$ cat src/rtl/serial_six_bit_subtractor.sv
// serial_six_bit_subtractor
//
// Bit-serial subtractor. It computes D = A - B - BIN one bit per clock, LSB
// first, through a single full-subtractor cell and a registered borrow.
// Operands come in and results go out through valid/ready handshakes.
// OUT_VALID rises exactly WIDTH cycles after the edge that accepts the operands.
//
// Optional build macro: SUB_OVERFLOW_FLAG_EN
//   defined   : v_o is the registered two's-complement overflow of A - B - BIN
//   undefined : v_o is tied to 0, and no MSB storage or overflow logic exists
//
// Ports:
//   clk_i        single clock, rising edge
//   rst_ni       asynchronous active-low reset
//   in_valid_i   operands a_i/b_i/bin_i valid
//   in_ready_o   block can accept operands (IDLE)
//   a_i          minuend, WIDTH bits
//   b_i          subtrahend, WIDTH bits
//   bin_i        borrow in
//   out_valid_o  result d_o/bout_o/v_o valid (DONE)
//   out_ready_i  downstream accepts result
//   d_o          difference modulo 2^WIDTH
//   bout_o       borrow out
//   v_o          signed overflow flag (0 unless SUB_OVERFLOW_FLAG_EN)

module serial_six_bit_subtractor #(
    parameter int unsigned WIDTH = 6
) (
    input  logic             clk_i,
    input  logic             rst_ni,
    input  logic             in_valid_i,
    output logic             in_ready_o,
    input  logic [WIDTH-1:0] a_i,
    input  logic [WIDTH-1:0] b_i,
    input  logic             bin_i,
    output logic             out_valid_o,
    input  logic             out_ready_i,
    output logic [WIDTH-1:0] d_o,
    output logic             bout_o,
    output logic             v_o
);

    localparam int unsigned CntW = $clog2(WIDTH);
    localparam logic [CntW-1:0] CntLast = CntW'(WIDTH - 1);

    typedef enum logic [1:0] {
        StIdle,
        StRun,
        StDone
    } state_e;

    state_e            state_q, state_d;
    logic [WIDTH-1:0]  a_sh_q, a_sh_d;
    logic [WIDTH-1:0]  b_sh_q, b_sh_d;
    logic [WIDTH-1:0]  res_q, res_d;
    logic [WIDTH-1:0]  d_q, d_d;
    logic              bw_q, bw_d;
    logic              bout_q, bout_d;
    logic [CntW-1:0]   cnt_q, cnt_d;

    // Full-subtractor cell working on the current LSBs
    logic             a_bit, b_bit, diff_bit, bw_next;
    logic [WIDTH-1:0] res_shift;
    logic             accept, finish;

    assign a_bit     = a_sh_q[0];
    assign b_bit     = b_sh_q[0];
    assign diff_bit  = a_bit ^ b_bit ^ bw_q;
    assign bw_next   = (~a_bit & b_bit) | (~(a_bit ^ b_bit) & bw_q);
    // Difference bits enter from the MSB side, so after WIDTH steps bit 0 of
    // the result sits at bit 0.
    assign res_shift = {diff_bit, res_q[WIDTH-1:1]};

    assign accept = (state_q == StIdle) && in_valid_i;
    assign finish = (state_q == StRun) && (cnt_q == CntLast);

    always_comb begin
        state_d     = state_q;
        a_sh_d      = a_sh_q;
        b_sh_d      = b_sh_q;
        res_d       = res_q;
        d_d         = d_q;
        bw_d        = bw_q;
        bout_d      = bout_q;
        cnt_d       = cnt_q;
        in_ready_o  = 1'b0;
        out_valid_o = 1'b0;

        unique case (state_q)
            StIdle: begin
                in_ready_o = 1'b1;
                if (accept) begin
                    a_sh_d  = a_i;
                    b_sh_d  = b_i;
                    bw_d    = bin_i;
                    res_d   = '0;
                    cnt_d   = '0;
                    state_d = StRun;
                end
            end
            StRun: begin
                a_sh_d = a_sh_q >> 1;
                b_sh_d = b_sh_q >> 1;
                bw_d   = bw_next;
                res_d  = res_shift;
                cnt_d  = cnt_q + 1'b1;
                if (finish) begin
                    d_d     = res_shift;
                    bout_d  = bw_next;
                    cnt_d   = '0;
                    state_d = StDone;
                end
            end
            StDone: begin
                out_valid_o = 1'b1;
                // No accept in the result-handshake cycle: IDLE is entered first.
                if (out_ready_i) begin
                    state_d = StIdle;
                end
            end
            default: begin
                state_d = StIdle;
            end
        endcase
    end

    always_ff @(posedge clk_i or negedge rst_ni) begin
        if (!rst_ni) begin
            state_q <= StIdle;
            a_sh_q  <= '0;
            b_sh_q  <= '0;
            res_q   <= '0;
            d_q     <= '0;
            bw_q    <= 1'b0;
            bout_q  <= 1'b0;
            cnt_q   <= '0;
        end else begin
            state_q <= state_d;
            a_sh_q  <= a_sh_d;
            b_sh_q  <= b_sh_d;
            res_q   <= res_d;
            d_q     <= d_d;
            bw_q    <= bw_d;
            bout_q  <= bout_d;
            cnt_q   <= cnt_d;
        end
    end

    assign d_o    = d_q;
    assign bout_o = bout_q;

`ifdef SUB_OVERFLOW_FLAG_EN
    // The operand shift registers lose their MSBs during RUN, so the sign
    // bits are kept separately for the overflow decision.
    logic a_msb_q, a_msb_d;
    logic b_msb_q, b_msb_d;
    logic v_q, v_d;

    always_comb begin
        a_msb_d = a_msb_q;
        b_msb_d = b_msb_q;
        v_d     = v_q;
        if (accept) begin
            a_msb_d = a_i[WIDTH-1];
            b_msb_d = b_i[WIDTH-1];
        end
        if (finish) begin
            // diff_bit on the last step is the result MSB.
            v_d = (a_msb_q != b_msb_q) && (diff_bit != a_msb_q);
        end
    end

    always_ff @(posedge clk_i or negedge rst_ni) begin
        if (!rst_ni) begin
            a_msb_q <= 1'b0;
            b_msb_q <= 1'b0;
            v_q     <= 1'b0;
        end else begin
            a_msb_q <= a_msb_d;
            b_msb_q <= b_msb_d;
            v_q     <= v_d;
        end
    end

    assign v_o = v_q;
`else
    assign v_o = 1'b0;
`endif

endmodule
$ cat config.mk
export PLATFORM = sky130hd
export DESIGN_NAME = serial_six_bit_subtractor
export DESIGN_NICKNAME = d
export VERILOG_FILES = /design/src/rtl/serial_six_bit_subtractor.sv
export SDC_FILE = /design/constraint.sdc
export NUM_CORES = 1
export LEC_CHECK = 0
export ABC_AREA = 1
export BUFFER_PORTS_ARGS = -buffer_cell sky130_fd_sc_hd__buf_2
export CAP_MARGIN = 20
export CORE_MARGIN = 4
export CORE_UTILIZATION = 36
export CTS_BUF_LIST = sky130_fd_sc_hd__clkbuf_8 sky130_fd_sc_hd__clkbuf_16
export DETAILED_ROUTE_END_ITERATION = 8
export PLACE_DENSITY = 0.56
export SLEW_MARGIN = 10
export SYNTH_ARGS = -nofsm -noshare
export SYNTH_HDL_FRONTEND = slang
export SYNTH_SLANG_ARGS = --single-unit
$ cat constraint.sdc
create_clock -name clk_i -period 2.9 [get_ports clk_i]
set_input_delay 0.58 -clock clk_i [delete_from_list [all_inputs] [get_ports clk_i]]
set_output_delay 0.58 -clock clk_i [all_outputs]
set_load 0.01 [all_outputs]
==> results of run 1 <==
[cell usage after synthesis, drive strengths merged]
| cell | count | share of area [%] |
|---|---|---|
| buf | 7 | 3.3 |
| clkbuf | 1 | 0.25 |
| conb | 1 | 0.25 |
| dfrtp | 30 | 51 |
| fa | 1 | 1.4 |
| ha | 2 | 1.7 |
| inv | 34 | 8.7 |
| nand2 | 61 | 16 |
| nand3 | 22 | 7.5 |
| nand4 | 1 | 0.43 |
| nor2 | 3 | 1.3 |
| o21ai | 17 | 7.6 |
| o31ai | 1 | 0.51 |
[placed cells by master (no fill, tap or decap)]
cell type	netlist	layout
inv_1	33	35
o31ai_1	1	1
clkbuf_8	0	5
dfrtp_1	30	30
nor2_1	2	2
o21ai_0	10	10
buf_2	3	25
nand4_1	1	1
nand3_1	22	22
o21ai_2	7	7
conb_1	1	1
ha_1	2	2
nor2_4	1	1
fa_1	1	1
nand2_4	1	1
nand2_1	59	59
inv_2	1	1
nand2_2	1	1
[power by group]
| part | total (W) | switching (W) | internal [W] |
|---|---|---|---|
| sequential | 0.000734 | 0.000129 | 0.000605 |
| combinational | 0.000691 | 0.000429 | 0.000262 |
| clock | 0.000299 | 0.000142 | 0.000158 |
[through the flow]
step	hold slack (ns)	utilization, %	total power, W
4_1_cts	0.3562	44.27	0.001764
5_1_grt	0.4079	44.27	0.001924
2_1_floorplan	0.2844	-	0.001283
6_report	0.3378	44.27	0.001725
3_3_place_gp	0.4530	42.26	0.001423
3_5_place_dp	0.4649	42.26	0.001444
[sequential cells by signal, indices dropped and copies added (netlist names)]
| register | count |
|---|---|
| cnt_q | 3 |
| bw_q | 1 |
| d_o | 6 |
| a_sh_q | 6 |
| b_sh_q | 6 |
| bout_o | 1 |
| res_q | 5 |
| state_q | 2 |
[area by class of cell]
type / instances / share of cell area, %
flip-flops and latches: 30 / 44.64
multi-input cells: 109 / 32.22
inverters: 34 / 7.589
repair buffers: 25 / 7.440
clock buffers: 5 / 4.092
well taps: 48 / 3.571
clock inverters: 2 / 0.4464
[logic make-up (layout without fill, tap and decap cells)]
family	Yosys count	in the layout	synth area share [%]
fa+ha+maj	3	3	3.058
flops	30	30	50.98
simple gates	87	87	25.40
compound gates	18	18	8.072
other cells	1	1	0.2546
buf+inv	42	66	12.23
[worst max path at each step]
stage	startpoint	to	cells after the start
detailed placement	state_q[1]	res_q[4]	4
global placement	state_q[1]	b_sh_q[5]	4
floorplan	state_q[0]	out_valid_o	3
finish	state_q[0]	in_ready_o	2
global route	state_q[0]	in_ready_o	2
CTS	state_q[0]	in_ready_o	2
[critical path, delay by kind of cell, from the launching register on]
family | cells | cell delay, ns
AND/OR/NAND/NOR | 1 | 0.17
buffers and inverters | 1 | 0.18
flip-flops | 1 | 0.70
[metal layers]
layer	wire (um)	GRT usage [%]
met5	0	0
met4	29	6.681
met3	154	4.571
met2	1331	20.41
met1	1374	16.10
==> summary.md, run 1 <==
| Metric | Value |
|---|---|
| Arrival @ worst endpoint | 1.32 ns |
| Routability cong. | 0.8280 |
| Reg2reg setup slack | 1.13 ns |
| Period Utilization, post-route | 65.51% |
| Filler-free cell count of the finished design | 253 |
| Slew at the pin closest to its max-slew limit | roughly 0.66 ns |
| Total CTS buffers | 5 |
| Cell Rows | 22 |
| Crit path time final | ~1.9 ns |
| VDD IR max | 0.0004158 V |
| First-pass GRT wire length | between 5000 and 6000 um |
| Layout area overhead | 14.19% |
| Via-to-Cell Ratio | between 4 and 5 |
| Sum Neg Setup Slack | 0 ns |
| Max clock buf depth | 2 |
| H-tree Lvls | 2 |
| Die span in x | 71.96 um |
| Worst Setup Path Type | reg2out |
| Cts hold-fix bufs | 0 |
| TritonRoute pass-1 iters | 4 |
| Final WS setup | between 1 and 1.5 ns |
| Type of the most critical hold path | in2async |
| Reg-to-Reg End | b_sh_q[3] |
| Status | complete, no violations |
| Post-Syn Area | around 0.0015 mm2 |
| Multi-input gate area | about 540 um2 |
| Global-route usage over all layers | a little over an eighth |
| Starting Density | 38.77% |
| Post-synth net total | about 200 |
| Vias in the first global route | 1226 |
| Die height | between 70 and 80 um |
| Layout cells sized above 1 | between 20% and 30% |
| Seq cells post-synth | 30 |
| Layout net count | around 230 |
| Setup crit start kind | flop |
| Synth unique cells | 20 |
| Clock Root Buffer | clkbuf_8 |
| # placed instances | around 250 |
| Placement Setup Slack | 1.154 ns |
| CTS Sinks | 30 |
| Worst Path Required | roughly 2.3 ns |
| Initial DRC Count | 33 |
| Unrepaired setup endpoints after global routing | no |
| Clk pin slew, worst setup/hold paths | around 0.06 ns |
| Buffer count from post-CTS setup fixing | 0 |
| Hold Fails Final Rpt | 0 |
| DR vias | 1134 |
| Max cap viols | 0 |
| PD cells | 1026 mW/mm2 |
| Worst reg2reg path depth | 5 |
| Final instance area | roughly 0.0017 mm2 |
| Ys Warns | 0 |
| Synth Instances | between 150 and 200 |
| Drt drc | 0 |
| Fillers | roughly 410 |
| Total wire length | about 2900 um |
| Die area | ~0.0052 mm2 |
| FF+latch area | ~750 um2 |
| Port Buffers | 25 |
| Max-slew violations | 0 |
| Sequential share of the synthesized area | approximately 51% |
| Setup Viol. Count Final | 0 |
| Initial antenna violation count | 0 |
| Clock skew | around 0.0077 ns |
| Fmax | 526.4 MHz |
| Reg2reg start | state_q[1] |
| Core box area | between 0.003 and 0.004 mm2 |
| Final HPWL from detailed placement | approximately 1900 um |
| Syn_area_per_cell | between 8 and 9 um2 |
| WL per Instance | about 11 um |
| Post-cts gate resize count | 0 |
| CP Capture Type | output port |
| Pleak | 0.9592 nW |
| Detail Route Antenna Nets | 0 |
| Relative slew slack | between 50% and 60% |
| Worst-path cell chain | nor2_1 -> buf_2 |
| N_diodes | 0 |
| Slowest cell on crit path | dfrtp_1 |
| Area post-placement | ~0.0016 mm2 |
| Largest net degree at the start of global routing | 31 |
| Crit-path max cell delay | approximately 0.70 ns |
| Overflow after GRT | 0 |
| Ports | 27 |
| CTS tree | yes |
| Clock Latency Late Sink | 0.28 ns |
| Worst-path fanout max | 18 |
No activity file was read; power rests on OpenSTA's default activity.
==> inputs of run 2 (changes only) <==
ABC_AREA = 0   (was 1)
clock period = 2 ns   (was 2.9 ns; I/O delays follow)
==> summary.md, run 2 <==
| Metric | Value |
|---|---|
| Status | complete, no violations |
| PD cells | 1649 mW/mm2 (+61%) |
| Cts hold-fix bufs | 0 (unchanged) |
| Via-to-Cell Ratio | 5.301 (+18%) |
| Relative slew slack | 56.45% (+0.69 points) |
| Detail Route Antenna Nets | 0 (unchanged) |
| Post-cts gate resize count | 0 (unchanged) |
| DR vias | 1023 (-9.8%) |
| Setup crit start kind | flop |
| Synth Instances | 122 (-33%) |
| Die area | 0.004908 mm2 (-5.2%) |
| Buf/Inv on CP | 2 (+1) |
| Kind of cell adding the most delay to the critical path | flip-flops |
| Worst-path cell chain | inv_1 -> nor2_1 -> buf_2 |
| Fmax | around 550 MHz |
| Buffer count from post-CTS setup fixing | 0 (unchanged) |
| Setup Viol. Count Final | 0 (unchanged) |
| Global-route usage over all layers | 12.86% (-0.26 points) |
| Die height | 70.06 um (-2.6%) |
| Layout area overhead | 15.70% |
| Reg2reg start | cnt_q[1] |
| Count leader, synth | dfrtp_1 |
| Arrival @ worst endpoint | 1.41 ns (+0.09 ns) |
| N_diodes | 0 (unchanged) |
| Hold Fails Final Rpt | 0 (unchanged) |
| Clock Latency Late Sink | 0.28 ns (about the same) |
| Synth unique cells | 26 (+30%) |
| Layout net count | 166 (-26%) |
| VDD IR max | 0.0007329 V (+76%) |
| Largest net degree at the start of global routing | 31 (unchanged) |
| Yosys top cell area share | 54.15% (+3.2 points) |
| Syn_area_per_cell | 11.36 um2 (+40%) |
| Filler-free cell count of the finished design | 193 (-24%) |
| TritonRoute pass-1 iters | 4 (unchanged) |
| Max clock buf depth | 2 (unchanged) |
| Commonest non-fill, non-tap cells in the layout | 30 x dfrtp_1, 25 x buf_2, 20 x o22ai_1 |
| Worst Setup Path Type | reg2out |
| Total wire length | 2800 um (-3.0%) |
| Type of the most critical hold path | in2async |
| CTS Sinks | 30 (unchanged) |
| Slew at the pin closest to its max-slew limit | 0.6532 ns (-0.01031 ns) |
| Total CTS buffers | 5 (unchanged) |
| Overflow after GRT | 0 (unchanged) |
| Layout cells sized above 1 | 28.97% (+9.0 points) |
| Initial DRC Count | 80 (+140%) |
| Sum Neg Setup Slack | 0 ns (unchanged) |
| Top post-synthesis cells by count | 30 x dfrtp_1, 20 x o22ai_1, 11 x a21oi_1, 8 x nand2_1, 8 x o21ai_0 |
| Initial antenna violation count | 0 (unchanged) |
| Ports | 27 (unchanged) |
| Clock skew | 0.003948 ns (-0.003739 ns) |
| Reg2reg setup slack | 0.58 ns (-0.55 ns) |
| EDFF count, synth | 0 (unchanged) |
| Period Utilization, post-route | 90.62% |
| Sequential share of the synthesized area | 54.15% (+3.2 points) |
| Core box area | 0.003689 mm2 (-2.9%) |
| Unrepaired setup endpoints after global routing | no |
| Starting Density | 37.58% (-1.2 points) |
| Port Buffers | 25 (unchanged) |
| Max cap viols | 0 (unchanged) |
| Yosys top cell by area | dfrtp_1 |
| Fillers | 375 (-9.0%) |
| Post-synth net total | 142 (-29%) |
| Largest cells by area after synthesis | dfrtp_1 54%, o22ai_1 9.0%, mux2_4 6.5%, a21oi_1 4.0%, a22o_1 3.8% |
| Slowest cell on crit path | dfrtp_1 |
| Post-Syn Area | 0.001386 mm2 (-5.9%) |
| Seq cells post-synth | 30 (unchanged) |
| Worst-path fanout max | 12 (-6) |
| Drt drc | 0 (unchanged) |
| Die span in x | 70.06 um (-2.6%) |
| Clk pin slew, worst setup/hold paths | 0.06 ns (about the same) |
| Worst Path Required | 1.60 ns (-0.72 ns) |
| Vias in the first global route | 1061 (-13%) |
| Max-slew violations | 0 (unchanged) |
| Main synth FF type | dfrtp_1 |
| # placed instances | 187 (-24%) |
| Commonest non-fill, non-tap cell in the layout | dfrtp_1 |
| FFs w/ async S/R, synth | 100.0% (unchanged) |
| CTS tree | yes |
| Pleak | 0.7678 nW (-20%) |
| Routability cong. | 0.7476 (-9.7%) |
| Worst reg2reg path depth | 4 (-1) |
| Ys Warns | 0 (unchanged) |
| Reg-to-Reg End | d_o[0] |
| H-tree Lvls | 2 (unchanged) |
| WL per Instance | 14.51 um (+27%) |
| First-pass GRT wire length | 4947 um (-6.5%) |
| Clock Root Buffer | clkbuf_8 |
| Crit-path max cell delay | 0.54 ns (-0.16 ns) |
| CP Capture Type | output port |
| Crit path time final | 1.812 ns |
| Final HPWL from detailed placement | 1908 um (-2.2%) |
| Cell Rows | 22 (unchanged) |
## run 2: how the worst max path moves through the flow
stage / start / end / cells after the start
after floorplan: cnt_q[1] / d_o[0] / 4
after global placement: state_q[1] / out_valid_o / 3
after detailed placement: state_q[1] / out_valid_o / 3
after CTS: state_q[1] / out_valid_o / 3
after global routing: state_q[1] / out_valid_o / 3
final: state_q[1] / out_valid_o / 3
## run 2: routing by layer
metal / routed length, um / vias up / track usage (%) / part of all wire, %
met4: 60 / 0 / 6.170 / 2.1
met2: 1222 / 30 / 17.73 / 44
met5: 0 / - / 0 / 0
li1: - / 496 / - / -
met1: 1369 / 492 / 17.84 / 49
met3: 147 / 5 / 4.460 / 5.3
## run 2: power breakdown
group | switching [W] | total, W | internal (W)
clock network | 0.000202 | 0.000466 | 0.000264
registers | 0.000249 | 0.00114 | 0.000889
logic | 0.000526 | 0.00104 | 0.000516
total | 0.000977 | 0.00265 | 0.00167
## run 2: logic make-up after synthesis
kind of cell	count (synthesis)	share of synthesized area, %
AOI/OAI and AO/OA	49	22.56
other	1	0.2705
and+or+nand+nor	19	7.762
muxes	6	6.498
adders and majority gates	3	3.249
buffers and inverters	14	5.505
DFF	30	54.15
## run 2: through the flow
stage	instance area (um2)	total power [W]	utilization, %	hold WS, ns	setup slack, ns
floorplan	1386	0.001933	-	0.1044	0.6933
global placement	1521	0.002161	41.25	0.4753	0.5580
detailed placement	1521	0.002193	41.25	0.4760	0.5052
CTS	1604	0.002675	43.49	0.1747	0.1874
global route	1604	0.002876	43.49	0.2128	0.04225
finish	1604	0.002646	43.49	0.1501	0.1876
## run 2: area by class of cell
cell class | count | area (um2) | area share (%)
clock buffer | 6 | 82.58 | 5.148
inverter | 5 | 18.77 | 1.170
multi-input combinational | 78 | 559.3 | 34.87
sequential | 30 | 750.7 | 46.80
tap | 48 | 60.06 | 3.744
timing repair buffer | 26 | 132.6 | 8.268
==> inputs of run 3 (changes only) <==
CORE_UTILIZATION = 50   (was 36)
PLACE_DENSITY = 0.73   (was 0.56)
==> summary.md, run 3 (synthesis gave the netlist of run 2 again) <==
| Metric | Value |
|---|---|
| Global-route usage over all layers | 16.34% (+3.5 points) |
| Pleak | 0.7771 nW (+1.2%) |
| Port Buffers | 25 (unchanged) |
| Period Utilization, post-route | 89.70% (-0.93 points) |
| DR vias | 1043 (+2.0%) |
| Max clock buf depth | 2 (unchanged) |
| Max-slew violations | 0 (unchanged) |
| Layout net count | 166 (unchanged) |
| Setup Viol. Count Final | 0 (unchanged) |
| PD cells | 1674 mW/mm2 (+1.5%) |
| Worst-path fanout max | 12 (unchanged) |
| Initial DRC Count | 35 (-56%) |
| Status | complete, no violations |
| Clock skew | 0.004379 ns (+0.0004307 ns) |
| Layout cells sized above 1 | 29.25% (+0.29 points) |
| Via-to-Cell Ratio | 5.893 (+11%) |
| Setup crit start kind | flop |
| Core box area | 0.002567 mm2 (-30%) |
| Worst Setup Path Type | reg2out |
| Drt drc | 0 (unchanged) |
| Die span in x | 60.66 um (-13%) |
| First-pass GRT wire length | 4409 um (-11%) |
| Placement Setup Slack | 0.5259 ns (+0.02068 ns) |
| Crit path time final | 1.794 ns (-0.01852 ns) |
| Max cap viols | 0 (unchanged) |
| Pint | 0.001678 W (+0.54%) |
| Layout area overhead | 14.71% |
| Die height | 60.66 um (-13%) |
| Total CTS buffers | 5 (unchanged) |
| Die area | 0.003679 mm2 (-25%) |
| Logic pwr share | 39.2% (-0.2 points) |
| Largest net degree at the start of global routing | 31 (unchanged) |
| TritonRoute pass-1 iters | 4 (unchanged) |
| Sequential power share | 42.6% (-0.4 points) |
| Commonest non-fill, non-tap cells in the layout | 30 x dfrtp_1, 25 x buf_2, 20 x o22ai_1 |
| Overflow after GRT | 0 (unchanged) |
| Hold Fails Final Rpt | 0 (unchanged) |
| Commonest non-fill, non-tap cell in the layout | dfrtp_1 |
| Worst Path Required | 1.60 ns (about the same) |
| Clock Latency Late Sink | 0.28 ns (about the same) |
| Starting Density | 54.00% (+16 points) |
| Switching share of power | 36.96% (+0.045 points) |
| Net Sw Power | 0.0009840 W (+0.74%) |
| N_diodes | 0 (unchanged) |
| Cts hold-fix bufs | 0 (unchanged) |
| Total wire length | 2617 um (-6.5%) |
| Routability cong. | 0.7450 (-0.35%) |
| Type of the most critical hold path | in2async |
| Cell Rows | 18 (-18%) |
| Sum Neg Setup Slack | 0 ns (unchanged) |
| WL per Instance | 14.79 um (+1.9%) |
| Final WS setup | 0.2061 ns (+0.01852 ns) |
| CTS Sinks | 30 (unchanged) |
| Unrepaired setup endpoints after global routing | no |
| Finished Core Util | 61.94% (+18 points) |
| Clock share of power | 18.2% (+0.6 points) |
| Fmax | 557.4 MHz (+1.0%) |
| VDD IR max | 0.001001 V (+37%) |
| Clk pin slew, worst setup/hold paths | 0.06 ns (about the same) |
| CTS tree | yes |
| Initial antenna violation count | 0 (unchanged) |
| H-tree Lvls | 2 (unchanged) |
| Vias in the first global route | 982 (-7.4%) |
| Slew at the pin closest to its max-slew limit | 0.6352 ns (-0.01797 ns) |
| CP Capture Type | output port |
| Final instance area | 0.001590 mm2 (-0.86%) |
| Clock Root Buffer | clkbuf_8 |
| Detail Route Antenna Nets | 0 (unchanged) |
| Arrival @ worst endpoint | 1.39 ns (-0.02 ns) |
| Final HPWL from detailed placement | 1803 um (-5.5%) |
| Area post-placement | 0.001499 mm2 (-1.5%) |
| Ports | 27 (unchanged) |
| Buffer count from post-CTS setup fixing | 0 (unchanged) |
| Post-cts gate resize count | 0 (unchanged) |
| Relative slew slack | 57.65% (+1.2 points) |
-- run 3: changes by cell type in the layout (fill, tap and decap cells not counted), sizes merged --
cell | before | now
clkinv | 0 | 1
inv | 5 | 6
-- run 3: final timing paths --
path / startpoint / endpoint / cells after the start / slack [ns]
setup / recovery: state_q[1] / out_valid_o / 3 / 0.21
hold reg to reg: bout_o / bout_o / 2 / 0.48
setup reg to reg: cnt_q[1] / d_o[0] / 4 / 0.56
max in group asynchronous: rst_ni / cnt_q[2] / 1 / 1.44
min in group clk_i: out_ready_i / state_q[1] / 2 / 0.30
hold / removal: rst_ni / d_o[5] / 1 / 0.14
-- run 3: layer usage --
layer / share of wire, % / GRT usage (%)
met1: 48 / 21.89
met2: 43 / 24.12
met3: 6.8 / 4.681
met4: 2.2 / 8.359
met5: 0 / 0
-- run 3: power by group through the flow --
| stage | combinational (W) | clock (W) | sequential [W] |
|---|---|---|---|
| 2_1_floorplan | 0.000842 | 0 | 0.00109 |
| 3_3_place_gp | 0.00101 | 0 | 0.00113 |
| 3_5_place_dp | 0.00104 | 0 | 0.00114 |
| 4_1_cts | 0.00105 | 0.000502 | 0.00113 |
| 5_1_grt | 0.00119 | 0.000529 | 0.00117 |
| 6_report | 0.00104 | 0.000484 | 0.00113 |
-- run 3: cell type report --
class                      count  area, um2
tap                           30      37.54
timing repair buffer          26      132.6
clock inverter                 2      8.758
inverter                       5      18.77
sequential                    30      750.7
multi-input combinational     78      559.3
fill                         228      977.2
clock buffer                   6      82.58
-- run 3: per-stage QoR --
| stage | hold slack (ns) | power, W | instances |
|---|---|---|---|
| floorplan | 0.1044 | 0.001933 | 122 |
| global placement | 0.4588 | 0.002139 | 169 |
| detailed placement | 0.4586 | 0.002185 | 169 |
| CTS | 0.1586 | 0.002691 | 177 |
| global route | 0.1974 | 0.002891 | 177 |
| finish | 0.1435 | 0.002662 | 177 |
-- run 3: worst max-delay path, stage by stage, from the launching register on --
cell     delay [ns]
dfrtp_1        0.55
inv_1          0.28
nor2_1         0.15
buf_2          0.14
